$ cat src/rtl/muldiv_sequencer_if.sv
// Pipeline/ALU-side bundle of the multiply/divide sequencer.
// "slave" is the sequencer's view; "master" is the pipeline/ALU side.
interface muldiv_sequencer_if;
    logic        Start;
    logic [1:0]  Op;
    logic [31:0] RsData;
    logic [31:0] RtData;
    logic        Cancel;
    logic        AluReq;
    logic        AluGnt;
    logic [3:0]  AluControl;
    logic [31:0] AluA;
    logic [31:0] AluB;
    logic [31:0] AluResult;
    logic        Busy;
    logic        Done;
    logic        DivByZero;
    logic [31:0] Hi;
    logic [31:0] Lo;

    modport slave (
        input  Start, Op, RsData, RtData, Cancel, AluGnt, AluResult,
        output AluReq, AluControl, AluA, AluB, Busy, Done, DivByZero, Hi, Lo
    );
    modport master (
        output Start, Op, RsData, RtData, Cancel, AluGnt, AluResult,
        input  AluReq, AluControl, AluA, AluB, Busy, Done, DivByZero, Hi, Lo
    );
endinterface

$ cat src/rtl/muldiv_sequencer.sv
// MULT/MULTU/DIV/DIVU sequencer that borrows the shared ALU one op per granted
// cycle: sign-strip, 32 shift-add / restoring-divide passes, sign fix-up, commit.
module muldiv_sequencer (
    input  logic                  clk_i,
    input  logic                  rst_n_i,
    muldiv_sequencer_if.slave     bus
);
    localparam logic [2:0] S_IDLE   = 3'd0;
    localparam logic [2:0] S_PREP_A = 3'd1;
    localparam logic [2:0] S_PREP_B = 3'd2;
    localparam logic [2:0] S_ITER   = 3'd3;
    localparam logic [2:0] S_FIX_LO = 3'd4;
    localparam logic [2:0] S_FIX_HI = 3'd5;
    localparam logic [3:0] ALU_ADD  = 4'b0010;
    localparam logic [3:0] ALU_SUB  = 4'b0110;

    logic [2:0]  state_q, state_d;
    // a: Rs / Pl / Q, b: Rt / M / D, w: Ph / R
    logic [31:0] a_q, a_d, b_q, b_d, w_q, w_d, lofix_q, lofix_d;
    logic [31:0] hi_q, hi_d, lo_q, lo_d;
    logic [5:0]  cnt_q, cnt_d;
    logic        div_q, div_d, nega_q, nega_d, negb_q, negb_d;
    logic        neglo_q, neglo_d, neghi_q, neghi_d, z_q, z_d;
    logic        done_q, done_d, dbz_q, dbz_d;

    logic [3:0]  alu_ctl;
    logic [31:0] alu_a, alu_b, res, s;
    logic        sgn, sx;

    assign res = bus.AluResult;
    assign s   = {w_q[30:0], a_q[31]};
    assign sgn = ~bus.Op[0];
    assign sx  = sgn & (bus.RsData[31] ^ bus.RtData[31]);

    always_comb begin
        alu_ctl = ALU_ADD;
        alu_a   = '0;
        alu_b   = '0;
        case (state_q)
            S_PREP_A: begin alu_ctl = ALU_SUB; alu_b = a_q; end
            S_PREP_B: begin alu_ctl = ALU_SUB; alu_b = b_q; end
            S_ITER: begin
                if (div_q) begin
                    alu_ctl = ALU_SUB; alu_a = s; alu_b = b_q;
                end else begin
                    alu_a = w_q; alu_b = a_q[0] ? b_q : 32'd0;
                end
            end
            S_FIX_LO: begin alu_ctl = ALU_SUB; alu_b = a_q; end
            S_FIX_HI: begin
                // 64-bit negate of {Ph,Pl}: high word is ~Ph plus carry out of -Pl
                if (div_q) begin
                    alu_ctl = ALU_SUB; alu_b = w_q;
                end else begin
                    alu_a = ~w_q; alu_b = {31'b0, z_q};
                end
            end
            default: ;
        endcase
    end

    always_comb begin
        state_d = state_q; a_d = a_q; b_d = b_q; w_d = w_q; lofix_d = lofix_q;
        hi_d = hi_q; lo_d = lo_q; cnt_d = cnt_q; div_d = div_q;
        nega_d = nega_q; negb_d = negb_q; neglo_d = neglo_q; neghi_d = neghi_q;
        z_d = z_q; done_d = 1'b0; dbz_d = 1'b0;
        if (bus.Cancel) begin
            state_d = S_IDLE;
        end else begin
            case (state_q)
                S_IDLE: if (bus.Start) begin
                    if (bus.Op[1] && bus.RtData == 32'd0) begin
                        done_d = 1'b1;
                        dbz_d  = 1'b1;
                    end else begin
                        a_d     = bus.RsData;
                        b_d     = bus.RtData;
                        div_d   = bus.Op[1];
                        nega_d  = sgn & bus.RsData[31];
                        negb_d  = sgn & bus.RtData[31];
                        neglo_d = sx;
                        neghi_d = bus.Op[1] ? (sgn & bus.RsData[31]) : sx;
                        state_d = S_PREP_A;
                    end
                end
                S_PREP_A: if (bus.AluGnt) begin
                    if (nega_q) a_d = res;
                    state_d = S_PREP_B;
                end
                S_PREP_B: if (bus.AluGnt) begin
                    if (negb_q) b_d = res;
                    w_d     = '0;
                    cnt_d   = '0;
                    state_d = S_ITER;
                end
                S_ITER: if (bus.AluGnt) begin
                    if (div_q) begin
                        if (w_q[31] || s >= b_q) begin
                            w_d = res; a_d = {a_q[30:0], 1'b1};
                        end else begin
                            w_d = s;   a_d = {a_q[30:0], 1'b0};
                        end
                    end else begin
                        w_d = {(res < w_q), res[31:1]};
                        a_d = {res[0], a_q[31:1]};
                    end
                    cnt_d = cnt_q + 6'd1;
                    if (cnt_q == 6'd31) state_d = S_FIX_LO;
                end
                S_FIX_LO: if (bus.AluGnt) begin
                    lofix_d = neglo_q ? res : a_q;
                    z_d     = (a_q == 32'd0);
                    state_d = S_FIX_HI;
                end
                S_FIX_HI: if (bus.AluGnt) begin
                    hi_d    = neghi_q ? res : w_q;
                    lo_d    = lofix_q;
                    done_d  = 1'b1;
                    state_d = S_IDLE;
                end
                default: state_d = S_IDLE;
            endcase
        end
    end

    always_ff @(posedge clk_i or negedge rst_n_i) begin
        if (!rst_n_i) begin
            state_q <= S_IDLE; a_q <= '0; b_q <= '0; w_q <= '0; lofix_q <= '0;
            hi_q <= '0; lo_q <= '0; cnt_q <= '0; div_q <= 1'b0;
            nega_q <= 1'b0; negb_q <= 1'b0; neglo_q <= 1'b0; neghi_q <= 1'b0;
            z_q <= 1'b0; done_q <= 1'b0; dbz_q <= 1'b0;
        end else begin
            state_q <= state_d; a_q <= a_d; b_q <= b_d; w_q <= w_d; lofix_q <= lofix_d;
            hi_q <= hi_d; lo_q <= lo_d; cnt_q <= cnt_d; div_q <= div_d;
            nega_q <= nega_d; negb_q <= negb_d; neglo_q <= neglo_d; neghi_q <= neghi_d;
            z_q <= z_d; done_q <= done_d; dbz_q <= dbz_d;
        end
    end

    assign bus.AluReq     = (state_q != S_IDLE);
    assign bus.Busy       = (state_q != S_IDLE);
    assign bus.AluControl = alu_ctl;
    assign bus.AluA       = alu_a;
    assign bus.AluB       = alu_b;
    assign bus.Done       = done_q;
    assign bus.DivByZero  = dbz_q;
    assign bus.Hi         = hi_q;
    assign bus.Lo         = lo_q;
endmodule
$ cat src/flat_wrapper.sv
// flat-port wrapper written by rule: the top's interface ports become plain ports
module muldiv_sequencer_flat 
  (clk_i, rst_n_i, bus_Start, bus_Op, bus_RsData, bus_RtData, bus_Cancel, bus_AluGnt, bus_AluResult, bus_AluReq, bus_AluControl, bus_AluA, bus_AluB, bus_Busy, bus_Done, bus_DivByZero, bus_Hi, bus_Lo);
  muldiv_sequencer_if bus_i ();
  input  logic clk_i;
  input  logic rst_n_i;
  input wire logic [$bits(bus_i.Start)-1:0] bus_Start;
  input wire logic [$bits(bus_i.Op)-1:0] bus_Op;
  input wire logic [$bits(bus_i.RsData)-1:0] bus_RsData;
  input wire logic [$bits(bus_i.RtData)-1:0] bus_RtData;
  input wire logic [$bits(bus_i.Cancel)-1:0] bus_Cancel;
  input wire logic [$bits(bus_i.AluGnt)-1:0] bus_AluGnt;
  input wire logic [$bits(bus_i.AluResult)-1:0] bus_AluResult;
  output wire logic [$bits(bus_i.AluReq)-1:0] bus_AluReq;
  output wire logic [$bits(bus_i.AluControl)-1:0] bus_AluControl;
  output wire logic [$bits(bus_i.AluA)-1:0] bus_AluA;
  output wire logic [$bits(bus_i.AluB)-1:0] bus_AluB;
  output wire logic [$bits(bus_i.Busy)-1:0] bus_Busy;
  output wire logic [$bits(bus_i.Done)-1:0] bus_Done;
  output wire logic [$bits(bus_i.DivByZero)-1:0] bus_DivByZero;
  output wire logic [$bits(bus_i.Hi)-1:0] bus_Hi;
  output wire logic [$bits(bus_i.Lo)-1:0] bus_Lo;
  assign bus_i.Start = bus_Start;
  assign bus_i.Op = bus_Op;
  assign bus_i.RsData = bus_RsData;
  assign bus_i.RtData = bus_RtData;
  assign bus_i.Cancel = bus_Cancel;
  assign bus_i.AluGnt = bus_AluGnt;
  assign bus_i.AluResult = bus_AluResult;
  assign bus_AluReq = bus_i.AluReq;
  assign bus_AluControl = bus_i.AluControl;
  assign bus_AluA = bus_i.AluA;
  assign bus_AluB = bus_i.AluB;
  assign bus_Busy = bus_i.Busy;
  assign bus_Done = bus_i.Done;
  assign bus_DivByZero = bus_i.DivByZero;
  assign bus_Hi = bus_i.Hi;
  assign bus_Lo = bus_i.Lo;
  muldiv_sequencer u_core (.clk_i(clk_i), .rst_n_i(rst_n_i), .bus(bus_i));
endmodule
$ cat config.mk
export PLATFORM = sky130hd
export DESIGN_NAME = muldiv_sequencer_flat
export DESIGN_NICKNAME = d
export VERILOG_FILES = /design/src/rtl/muldiv_sequencer_if.sv /design/src/rtl/muldiv_sequencer.sv /design/src/flat_wrapper.sv
export SDC_FILE = /design/constraint.sdc
export NUM_CORES = 1
export LEC_CHECK = 0
export CAP_MARGIN = 20
export CORE_MARGIN = 2
export CORE_UTILIZATION = 55
export CTS_BUF_LIST = sky130_fd_sc_hd__clkbuf_8
export CTS_CLUSTER_SIZE = 40
export DETAILED_ROUTE_END_ITERATION = 6
export HOLD_SLACK_MARGIN = 0.08
export PLACE_DENSITY = 0.83
export SETUP_SLACK_MARGIN = 0.15
export SLEW_MARGIN = 20
export SYNTH_ARGS = -nofsm -noshare
export SYNTH_HDL_FRONTEND = slang
export SYNTH_SLANG_ARGS = --single-unit
$ cat constraint.sdc
create_clock -name clk_i -period 2.65 [get_ports clk_i]
set_input_delay 0.53 -clock clk_i [delete_from_list [all_inputs] [get_ports clk_i]]
set_output_delay 0.53 -clock clk_i [all_outputs]
set_load 0.01 [all_outputs]
Yosys cells after proc, flatten, opt, wreduce, memory -nomap -nowiden
Index checks and enable logic that the tools add are counted.
Storage, ports and cells
  output and inout bits: 136
  input bits: 103
  word-level logic and storage cells: 117
  memory bits (writable): 0
  bits in read-only memories: 0
  latch bits: 0
  memories: 0
  register bits after elaboration: 209
Cells by class
  bitwise gates (word level): 8
  eq/ne operators: 21
  div/mod/pow operators: 0
  muxes and demuxes: 50
  magnitude comparators: 2
  $mul: 0
  add/subtract/negate cells: 1
  shift operators: 0
  reduce and logical (&&, ||, !) cells: 19
Operator list (count)
  $mux 32: 21
  $pmux 32 s2: 3
  $pmux 32 s4: 1
  $pmux 32 s3: 1
  $logic_not 32->1: 2
  $ge 32x32->1: 1
  $lt 32x32->1: 1
  $not 32->32: 1
  $mux 3: 10
  $ne 3x3->1 const B: 7
  $pmux 3 s6: 1
  $mux 6: 2
  $pmux 6 s2: 1
  $ne 2x2->1 const B: 5
  $mux 1: 8
  $pmux 4 s2: 1
  $reduce_and 4->1: 2
  $reduce_and 8->1: 1
  $reduce_and 7->1: 1
  $add 6x1->6 const B: 1
  $eq 3x2->1 const B: 2
  $eq 3x3->1 const B: 2
  $eq 6x5->1 const B: 1
  $reduce_and 3->1: 2
  other kinds (15): 23

Longest topological paths before layout
  depth after elaboration: 6
  mapped depth: 11
  gate-level depth less buffers: 9

Worst setup path before layout
OpenSTA, ideal clock, no wires.
  kind: reg-to-reg
  start point: reg u_core.w_q[16]
  end point: reg u_core.w_q[10]
  path buffers: 1
  clock period less this slack: 2380 ps
  data required time: 2518 ps
  arrival time: 2248 ps
  cell stages (with the launch flop): 10
  setup time: 132 ps
  setup slack: 270 ps
  path through: dfrtp_1 ha_1 a21o_1 a221o_1 a221oi_2 a2bb2oi_2 nand3_2 buf_6 mux2i_1 o21ai_1
On the way
  word-level cells in the longest chain between the ends: 6
RTL lines
  start, declared: line muldiv_sequencer.sv:19  | logic [31:0] a_q, a_d, b_q, b_d, w_q, w_d, lofix_q, lofix_d;
  start signal, assigned: line muldiv_sequencer.sv:128  | state_q <= S_IDLE; a_q <= '0; b_q <= '0; w_q <= '0; lofix_q <= '0;
  start signal, assigned: line muldiv_sequencer.sv:133  | state_q <= state_d; a_q <= a_d; b_q <= b_d; w_q <= w_d; lofix_q <= lofix_d;
  $ge 32x32->1: line muldiv_sequencer.sv:98  | if (w_q[31] || s >= b_q) begin
  $logic_or 1x1->1: line muldiv_sequencer.sv:98
  $mux 32: line muldiv_sequencer.sv:98
  $mux 32: line muldiv_sequencer.sv:97  | if (div_q) begin
  $mux 32: line muldiv_sequencer.sv:96  | S_ITER: if (bus.AluGnt) begin
  $pmux 32 s2: line muldiv_sequencer.sv:70  | case (state_q)
Every way passes these cells. The select of a mux whose other input is x is not followed.
A chain may end at the register's enable or synchronous reset.

Worst setup path in the final report
  start point: reg u_core.div_q
  end point: out bus_AluB[17]
On the way
  word-level cells in the longest chain between the ends: 2
  elaborated cells between the ends (all ways): 3
  those cells by class: mux: 3
RTL lines
  start, declared: line muldiv_sequencer.sv:22  | logic div_q, div_d, nega_q, nega_d, negb_q, negb_d;
  start signal, assigned: line muldiv_sequencer.sv:134  | hi_q <= hi_d; lo_q <= lo_d; cnt_q <= cnt_d; div_q <= div_d;
  $mux 32, on equally long branches: line muldiv_sequencer.sv:52, muldiv_sequencer.sv:43
  $pmux 32 s4 *: line muldiv_sequencer.sv:39  | case (state_q)
  end, declared: line flat_wrapper.sv:17  | output wire logic [$bits(bus_i.AluB)-1:0] bus_AluB;
Mark *: on every way between the ends. The rest lies on a longest branch, timed or not.

==> impl_metrics.yaml <==
global_route:
  grt_overflow_total: 0
  grt_pass1_vias: 13716
  grt_max_degree: 69
  antenna_found_initial: 0
  grt_pass1_wl_mm: 74.3
  grt.total_usage: 0.383
floorplanning:
  die_h_um: 158
  row_count: 56
  start_util: 0.557
  pin_count: 239
  die-area_mm2: 0.0250
  die_w_um: 158
  core_mm2: 0.0234
synthesis:
  synth_edf_count: 0
  ys_warn_count: 0
  yosys_register_bits: 209
  netlist-cell-type-count: 55
  ys_seq_area_frac: 0.401
  async_flop_share: 1.00
  synth_area_mm2: 0.0130
  synth_area_per_cell_um2: 8.92
  ys.flop_type: "dfrtp_1"
  netlist_instances: 1462
timing:
  layout_setup_ws_ns: -0.174
  max_slew_margin: 0.496
  setup-violations-final: 77
  setup_tns_ns: -6.41
  drv_slew: 0
  period_share: 1.07
  grt_setup_unrepaired: "true"
  fin_crit_ns: 2.82
  fmax_mhz: 354
  hold_viol: 0
  fin_skew_ns: 0.0475
  tightest_slew_ns: 0.755
pwr:
  p_leak_nw: 8.68
  totalPowerFinal_mw: 18.9
  p_per_area_mw_per_mm2: 1030
  ir_drop_mv: 0.472
detailed_routing:
  drtIter0Drc: 1843
  ant_nets: 0
  drt_wl_total_mm: 51.5
  vias: 14166
  wire_per_inst_um: 23.9
  firstDrtPassIters: 7
  avgViaCountPerCell: 6.56
  drc: 14
hold_path:
  min_from: "u_core.lofix_q[2]"
  hold_class: "reg -> reg"
clocking:
  insertion_delay_ns: 0.55
  cts_tree: "built"
  clk_pin_slew_ns: 0.06
  clock_sinks: 209
  cts_root_buf: "clkbuf_8"
  clockBufferDepth: 3
  htreeDepth: 2
  numCtsBuffers: 39
cells_and_area:
  n_antenna_cell: 0
  final_common_cell: "dfrtp_1"
  fin_nets: 1982
  fin_area_mm2: 0.0184
  area_growth_pct: 41.2
  mostFrequentLayoutCells: "dfrtp_1 (202), clkdlybuf4s50_1 (167), mux2i_1 (154), nor2_1 (139)"
  drive_gt1_frac: 0.253
  utilization: 0.787
setup_path:
  timing.rr.start: "u_core.b_q[23]"
  path_max_fanout: 6
  criticalPathCategory: "reg -> out"
  cp_data_arrival_time_ns: 2.29
  startpoint: "u_core.div_q"
  cp_slowest_cell: "dfrtp_4"
  worstPathCellList: "inv_4, nand2_4, o21a_4, buf_6, a222oi_1, buf_4, inv_2, buf_6"
  cpPeakStageDelay_ns: 0.49
  crit_required_ns: 2.12
  crit_path_start_kind: "flop"
  end_kind: "output pin"
  cp_common_cell: "buf_6"
place:
  dpl_cell_area_mm2: 0.0166
  dp_hpwl_mm: 31.9
  place_congestion: 0.930
  port-buffer-count: 235
status:
  violations: "design-rule violations, negative setup slack"
  status: "finished, violations left"
job:
  max_cap_viol_count: 0
synth_stat cells (all sizes together), types with 4 or more instances:
cell type	n	area [µm²]
o211ai	4	30.0
inv	100	375
nand3	20	105
buf	35	186
a222oi	31	310
nor2b	5	31.3
nor4	15	100
nor2	149	559
o21ai	149	746
dfrtp	209	5230
a21boi	4	30.0
a211oi	36	270
mux2i	160	1600
nand4	11	68.8
nand2b	5	31.3
nor3	5	30.0
and4	6	52.6
a21oi	150	754
mux2	35	394
nand2	118	443
and2	4	25.0
ha	64	801
a22oi	33	248
clkbuf	76	285
path summary, 6_finish.rpt:
path	slack [ns]	depth (start not counted)	endpoint
setup / recovery	-0.17	8	bus_AluB[17]
hold reg to reg	0.48	2	u_core.lofix_q[2]
max in group asynchronous	1.27	3	u_core.w_q[3]
hold / removal	0.48	2	u_core.lofix_q[2]
setup reg to reg	-0.17	10	u_core.w_q[16]
min in group asynchronous	0.55	2	u_core.bus.Lo[26]
through the flow:
step	hold slack, ns	instances	setup WS [ns]
after detailed placement	0.466	2049	-0.311
after global routing	0.497	2160	-0.204
after floorplan	0.234	1463	0.270
after CTS	0.482	2145	-0.107
final	0.477	2160	-0.174
after global placement	0.458	2049	-0.0916
routing by layer:
metal / track usage / vias to the layer above / part of all wire / wire length, µm
met5: 0 / - / 0 / 0
met4: 0.221 / 0 / 0.073 / 3770
met3: 0.0879 / 351 / 0.13 / 6530
met2: 0.631 / 1226 / 0.46 / 23600
met1: 0.462 / 6642 / 0.34 / 17600
li1: - / 5947 / - / -
critical path, delay by kind of cell, from the launching register on:
kind | cells | cell delay, ns
flops | 1 | 0.49
compound gates | 2 | 0.65
simple gates | 1 | 0.05
buf+inv | 5 | 0.56
where the power goes:
group / total, mW / leakage (nW) / internal (mW) / switching, mW
Sequential: 5.48 / 2.69 / 4.20 / 1.29
Combinational: 10.4 / 5.54 / 4.61 / 5.76
Clock: 3.05 / 0.449 / 1.66 / 1.40
Total: 18.9 / 8.68 / 10.5 / 8.44
sequential cells by signal, indices dropped and copies added (netlist names):
signal and cells:
u_core.lofix_q 32, u_core.bus.Done 1, u_core.nega_q 1, u_core.state_q 3, u_core.b_q 32, u_core.bus.Lo 32
u_core.cnt_q 6, u_core.neglo_q 1, u_core.bus.Hi 32, u_core.neghi_q 1, u_core.z_q 1, u_core.a_q 32
u_core.w_q 32, u_core.div_q 1, u_core.bus.DivByZero 1, u_core.negb_q 1
kinds of logic after synthesis:
group	share of synthesized area
AOI/OAI and AO/OA	0.198
xor gates and xnor gates	0.00336
adders and majority gates	0.0614
buffers and inverters	0.0650
DFF	0.401
muxes	0.153
other	0.000576
and+or+nand+nor	0.117
cell type report:
cell class,instances,area [µm²]
Multi-Input combinational cell,1043,7560
Sequential cell,209,5240
Fill cell,1467,5000
Timing Repair Buffer,422,4080
Clock buffer,46,633
Tap cell,319,399
Inverter,100,378
Clock inverter,21,108
timing repair:
| item | in CTS | in global routing |
|---|---|---|
| endpoints found under the setup margin | 82 | 99 |
| hold buffers | 1 | 0 |
| cloned | 7 | 5 |
| endpoints found under the hold margin | 58 | 0 |
| pin swaps | 71 | 56 |
| resized for setup | 413 | 80 |
| setup buffers | 21 | 10 |
Power figures use the tool's default switching activity.
